File: config.mk
export PLATFORM = sky130hd
export DESIGN_NAME = fetch_stage
export DESIGN_NICKNAME = d
export VERILOG_FILES = /design/src/rtl/fetch_stage.sv
export SDC_FILE = /design/constraint.sdc
export NUM_CORES = 1
export LEC_CHECK = 0
export BUFFER_PORTS_ARGS = -buffer_cell sky130_fd_sc_hd__buf_4
export CORE_MARGIN = 2
export CORE_UTILIZATION = 55
export DETAILED_ROUTE_END_ITERATION = 10
export PLACE_DENSITY = 0.91
export SYNTH_ARGS = -nofsm -noshare
export SYNTH_HDL_FRONTEND = slang
export SYNTH_SLANG_ARGS = --single-unit
File: constraint.sdc
create_clock -name clk -period 5.3 [get_ports clk]
set_clock_uncertainty 0.2 [all_clocks]
set_input_delay 0.265 -clock clk [delete_from_list [all_inputs] [get_ports clk]]
set_output_delay 0.265 -clock clk [all_outputs]
set_load 0.005 [all_outputs]
File: src/rtl/fetch_stage.sv
// fetch_stage: LEGv8 instruction-fetch stage with the IF/ID pipeline register.
// Holds the PC and drives it to instruction memory. Registers the fetched word
// and its PC into IF/ID. A taken branch in decode redirects the PC to a target
// computed here from the IF/ID instruction, and the wrong-path fetch is
// replaced by a bubble. A hazard-unit stall freezes the PC and IF/ID.
//
// Ports:
//   clk, reset_n   clock; synchronous active-low reset
//   imem_addr      fetch address (the PC register)
//   imem_data      instruction word at imem_addr, same cycle
//   stall          hold the PC and IF/ID
//   br_taken       the branch in IF/ID is taken
//   uncond_br      1: imm26 offset (B), 0: imm19 offset (CBZ/B.cond)
//   id_instr/id_pc IF/ID instruction and its address
//   id_valid       IF/ID holds a real instruction (0 = bubble)
//   br_target      branch target for the IF/ID instruction
//   flush_count    saturating count of squashed fetches
module fetch_stage #(
  parameter logic [63:0] RESET_PC = 64'h0
) (
  input  logic        clk,
  input  logic        reset_n,
  output logic [63:0] imem_addr,
  input  logic [31:0] imem_data,
  input  logic        stall,
  input  logic        br_taken,
  input  logic        uncond_br,
  output logic [31:0] id_instr,
  output logic [63:0] id_pc,
  output logic        id_valid,
  output logic [63:0] br_target,
  output logic [15:0] flush_count
);

  logic [63:0] pc_q, pc_d;
  logic [31:0] id_instr_q, id_instr_d;
  logic [63:0] id_pc_q, id_pc_d;
  logic        id_valid_q, id_valid_d;
  logic [15:0] flush_count_q, flush_count_d;

  logic        br_eff;
  logic        uncond_eff;
  logic [63:0] br_offset;

  // Control inputs are meaningless for a bubble, so gate them with id_valid.
  always_comb begin
    br_eff     = br_taken & id_valid_q;
    uncond_eff = uncond_br & id_valid_q;
    if (uncond_eff) begin
      br_offset = {{36{id_instr_q[25]}}, id_instr_q[25:0], 2'b00};
    end else begin
      br_offset = {{43{id_instr_q[23]}}, id_instr_q[23:5], 2'b00};
    end
  end

  assign br_target = id_pc_q + br_offset;

  always_comb begin
    pc_d          = pc_q;
    id_instr_d    = id_instr_q;
    id_pc_d       = id_pc_q;
    id_valid_d    = id_valid_q;
    flush_count_d = flush_count_q;
    if (!stall) begin
      if (br_eff) begin
        pc_d       = br_target;
        id_instr_d = '0;
        id_pc_d    = '0;
        id_valid_d = 1'b0;
        if (flush_count_q != '1) begin
          flush_count_d = flush_count_q + 16'd1;
        end
      end else begin
        pc_d       = pc_q + 64'd4;
        id_instr_d = imem_data;
        id_pc_d    = pc_q;
        id_valid_d = 1'b1;
      end
    end
  end

  always_ff @(posedge clk) begin
    if (!reset_n) begin
      pc_q          <= RESET_PC;
      id_instr_q    <= '0;
      id_pc_q       <= '0;
      id_valid_q    <= 1'b0;
      flush_count_q <= '0;
    end else begin
      pc_q          <= pc_d;
      id_instr_q    <= id_instr_d;
      id_pc_q       <= id_pc_d;
      id_valid_q    <= id_valid_d;
      flush_count_q <= flush_count_d;
    end
  end

  assign imem_addr   = pc_q;
  assign id_instr    = id_instr_q;
  assign id_pc       = id_pc_q;
  assign id_valid    = id_valid_q;
  assign flush_count = flush_count_q;

endmodule

== After elaboration in Yosys (flattened, before gate mapping) ==
Cells that the tools add are included.
Operators by class
  add/subtract/negate cells: 3
  eq/ne operators: 1
  multiplexer cells: 5
  bitwise operators: 3
  reductions and logical operators: 1
Operators by type and width (count)
  64-bit two-way mux: 3
  64-bit by 3-bit adder with 64-bit output, second input constant: 1
  64-bit adder: 1
  32-bit two-way mux: 1
  16-bit by 1-bit adder with 16-bit output, second input constant: 1
  16-bit != test, second input constant: 1
  3-bit AND reduction: 1
  1-bit AND: 2
  1-bit two-way mux: 1
  1-bit NOT: 1
Storage, ports and cells
  bits in registers: 177
  bits of input ports: 37
  output and inout port bits: 241
  word-level logic and storage cells: 18

== Logic depth before layout (Yosys ltp) ==
  depth in word-level cells: 4
  mapped depth: 16
  gate-level depth less buffers: 14

== Least setup slack after synthesis ==
No wires, ideal clock.
  path kind: register -> output
  from: register id_valid_q, in the netlist id_valid
  to: output br_target[59]
  arrival: 3.912 ns
  data required time: 4.835 ns
  path slack: 0.923 ns
  cell stages (with the launch flop): 16
  path buffers: 2
  path through: dfxtp_1 nand2_1 and2_1 clkbuf_1 a21oi_1 inv_1 ha_1 clkbuf_1 a21oi_1 nand2_1 o31a_1 a211oi_1 inv_1 o211ai_1 a21oi_1 a211oi_1
On the way
  cells in the longest elaborated chain, start to end: 3
RTL lines
  start, declared: RTL line 38  | logic id_valid_q, id_valid_d;
  start signal, assigned: RTL line 93  | id_valid_q <= id_valid_d;
  1-bit AND: RTL line 48  | uncond_eff = uncond_br & id_valid_q;
  64-bit two-way mux: RTL line 49  | if (uncond_eff) begin
  64-bit adder: RTL line 56  | assign br_target = id_pc_q + br_offset;
  end, declared: RTL line 31  | output logic [63:0] br_target,
Every way passes these cells.

== Final worst setup path ==
  from: register id_valid_q, in the netlist id_valid
  to: output br_target[62]
The elaborated chain is that of the path after synthesis.

==> metrics.md <==
| Metric | Value |
|---|---|
| Register area share after synthesis | `28.4%` |
| Clock latency on the worst-skew pair | `0.46 ns` |
| Netlist Area Pre-Place | `12500 µm²` |
| Post-Synthesis Cells | `1754` |
| Hold Vio Cnt, Final | `0` |
| Vias per cell | `6.47` |
| Tmin final | `4.98 ns` |
| CTS buffer count | `17` |
| Slew HR | `34.8%` |
| Routed len/inst | `20.0 µm` |
| Setup TNS | `0 ns` |
| DRT Pass-1 Iters | `6` |
| Fmax | `201 MHz` |
| Antenna violations before repair | `0` |
| Startpoint types | `register` |
| Final setup vio count | `0` |
| GR Overflow Total | `0` |
| Vias in the first global route | `13600` |
| Routability cong. | `1.00` |
| Arrival time at the worst endpoint | `4.51 ns` |
| H-tree Lvls | `4` |
| N_diodes | `0` |
| RSZ-0062 raised after global routing | `false` |
| Max clock buf depth | `2` |
| Maximum vdd drop | `0.195 mV` |
| Fillers | `1800` |
| Outcome | `finished, final reports clean` |
| Gr usage total | `36.5%` |
| # DRC | `0` |
| Die area | `23900 µm²` |
| Syn Nets | `1861` |
| Pwr Density | `211 nW/µm²` |
| Layout cells sized above 1 | `18.9%` |
| Port buffer count | `277` |
| Clk slew on worst S/H paths | `0.08 ns` |
| Worst hold-check path type | `input pin to register` |
| Total power | `3.28 mW` |
| Die width | `154 µm` |
| Post-route ant nets | `0` |
| Final worst path period share | `93.9%` |
| Worst Tran Pin Value | `0.971 ns` |
| Largest net degree at the start of global routing | `87` |
| Mean Syn Cell Area | `7.10 µm²` |
| # clock sinks | `177` |
| Crit path required time | `4.84 ns` |
| Max cap viols | `0` |
| Initial core utilization | `55.5%` |
| Synth Register Bits | `177` |
| # nets final | `2094` |
| YS warnings | `0` |
| Detailed placement HPWL | `32000 µm` |
| Share of synthesized flip-flops with an asynchronous set or reset | `0%` |
| FP Rows | `55` |
| Unique cell type count in the Yosys netlist | `84` |
| Max Fanout on Critical Path | `22` |
| Lkg Pwr | `6.82 nW` |
| Initial DRC Count | `1759` |
| I/O pin count | `278` |
| Post-synth EDFFs | `0` |
| Root Buffer | `clkbuf_16` |
| Vias | `14800` |
| Critical path class | `register to primary output` |
| Max-slew violation count | `0` |
| CTS tree | `built` |
| Most common cell after layout, fill and taps aside | `buf_4` |
| Core area | `22400 µm²` |
| Die Y | `154 µm` |
| Synth Flop Type | `dfxtp_1` |
| P&R area growth vs syn | `24.7%` |
| Commonest cells after routing, fill and taps aside | `buf_4, nand2_1, a21oi_1, dfxtp_1, nor2_1` |
| WL final | `45600 µm` |
| First-pass GRT wire length | `71100 µm` |
| Crit end category | `primary output` |
cell type report:
cell class	instances	area (µm²)	area share [%]
Multi-Input combinational cell	1433	8350	53.8
Sequential cell	177	3540	22.8
Timing Repair Buffer	331	2560	16.5
Clock buffer	17	425	2.74
Tap cell	285	357	2.30
Clock inverter	15	183	1.18
Inverter	27	109	0.701
synth_stat cells, drive strengths merged (12+ instances only):
cell,instances,area share [%]
nor3,41,1.8
a21oi,242,9.8
o21bai,15,0.93
o21ai,95,3.8
a211oi,12,0.76
buf,27,1.1
nand2,293,8.8
and4,14,1.0
dfxtp,177,28
nand3,143,5.8
xor2,21,1.5
inv,27,0.81
a31oi,22,1.1
nand4,37,1.9
and2,19,0.95
ha,69,6.9
o21a,17,1.0
xnor2,41,2.9
a21o,42,2.5
clkbuf,90,2.7
and3,21,1.1
nor2,153,4.6
worst max-delay path, stage by stage, from the launching register on:
cell and delay [ns]:
dfxtp_1 0.32, buf_4 0.17, and2_1 0.18, a21oi_2 0.32, clkinvlp_4 0.20, buf_4 0.22
buf_4 0.24, ha_1 0.42, a21o_1 0.21, a21o_1 0.17, a21oi_1 0.20, o21ai_0 0.13
a221oi_2 0.39, a21oi_2 0.14, o41ai_2 0.44, xnor2_2 0.17, buf_4 0.15
per-stage QoR:
stage / hold WS [ns] / setup WS [ns] / utilization, % / area (µm²) / cells
finish: 0.0663 / 0.322 / 69.3 / 15500 / 2285
global route: 0.0865 / 0.0989 / 69.3 / 15500 / 2285
floorplan: 0.233 / 0.923 / - / 12500 / 1754
detailed placement: 0.255 / 0.779 / 64.8 / 14500 / 2213
CTS: 0.0509 / 0.310 / 69.0 / 15500 / 2277
global placement: 0.250 / 0.859 / 64.8 / 14500 / 2213
logic make-up (layout without fill, tap and decap cells):
group,count (synthesis),in the layout,share of synthesized area [%]
flops,177,177,28.4
mux,11,11,0.894
simple gates,764,764,28.5
compound gates,526,526,26.0
xor+xnor,62,62,4.48
buf+inv,144,390,4.59
fa+ha+maj,70,70,7.09
what timing repair did:
item | in CTS | in global routing
buffers inserted | 0 | 8
resized for setup | 0 | 2
hold endpoints to repair | 32 | 0
hold buffers | 32 | 0
endpoints found under the setup margin | 0 | 5
state kept, by name, indices dropped and copies added (netlist names):
name         count
imem_addr       64
id_valid         1
id_pc           64
id_instr        32
flush_count     16
where the power goes:
part | internal [mW] | switching [mW]
Clock | 0.642 | 0.687
Combinational | 0.222 | 0.326
Sequential | 1.36 | 0.0423
Total | 2.22 | 1.06
final timing paths:
kind,from,slack (ns),depth (start not counted),endpoint
max reg2reg,id_valid$_SDFFE_PN0N_,0.92,16,imem_addr[62]$_SDFFE_PN0N_
min reg2reg,id_instr[30]$_SDFFE_PN0N_,0.27,2,id_instr[30]$_SDFFE_PN0N_
min,stall,0.07,3,id_pc[48]$_SDFFE_PN0N_
max,id_valid$_SDFFE_PN0N_,0.32,16,br_target[62]
routing by layer:
metal / vias up / share of wire, % / GRT usage, %
met1: 6876 / 39 / 46.5
met4: 0 / 4.3 / 16.1
met3: 164 / 11 / 7.73
li1: 6767 / - / -
met2: 974 / 46 / 59.8
met5: - / 0 / 0
No activity file was read; power rests on OpenSTA's default activity.
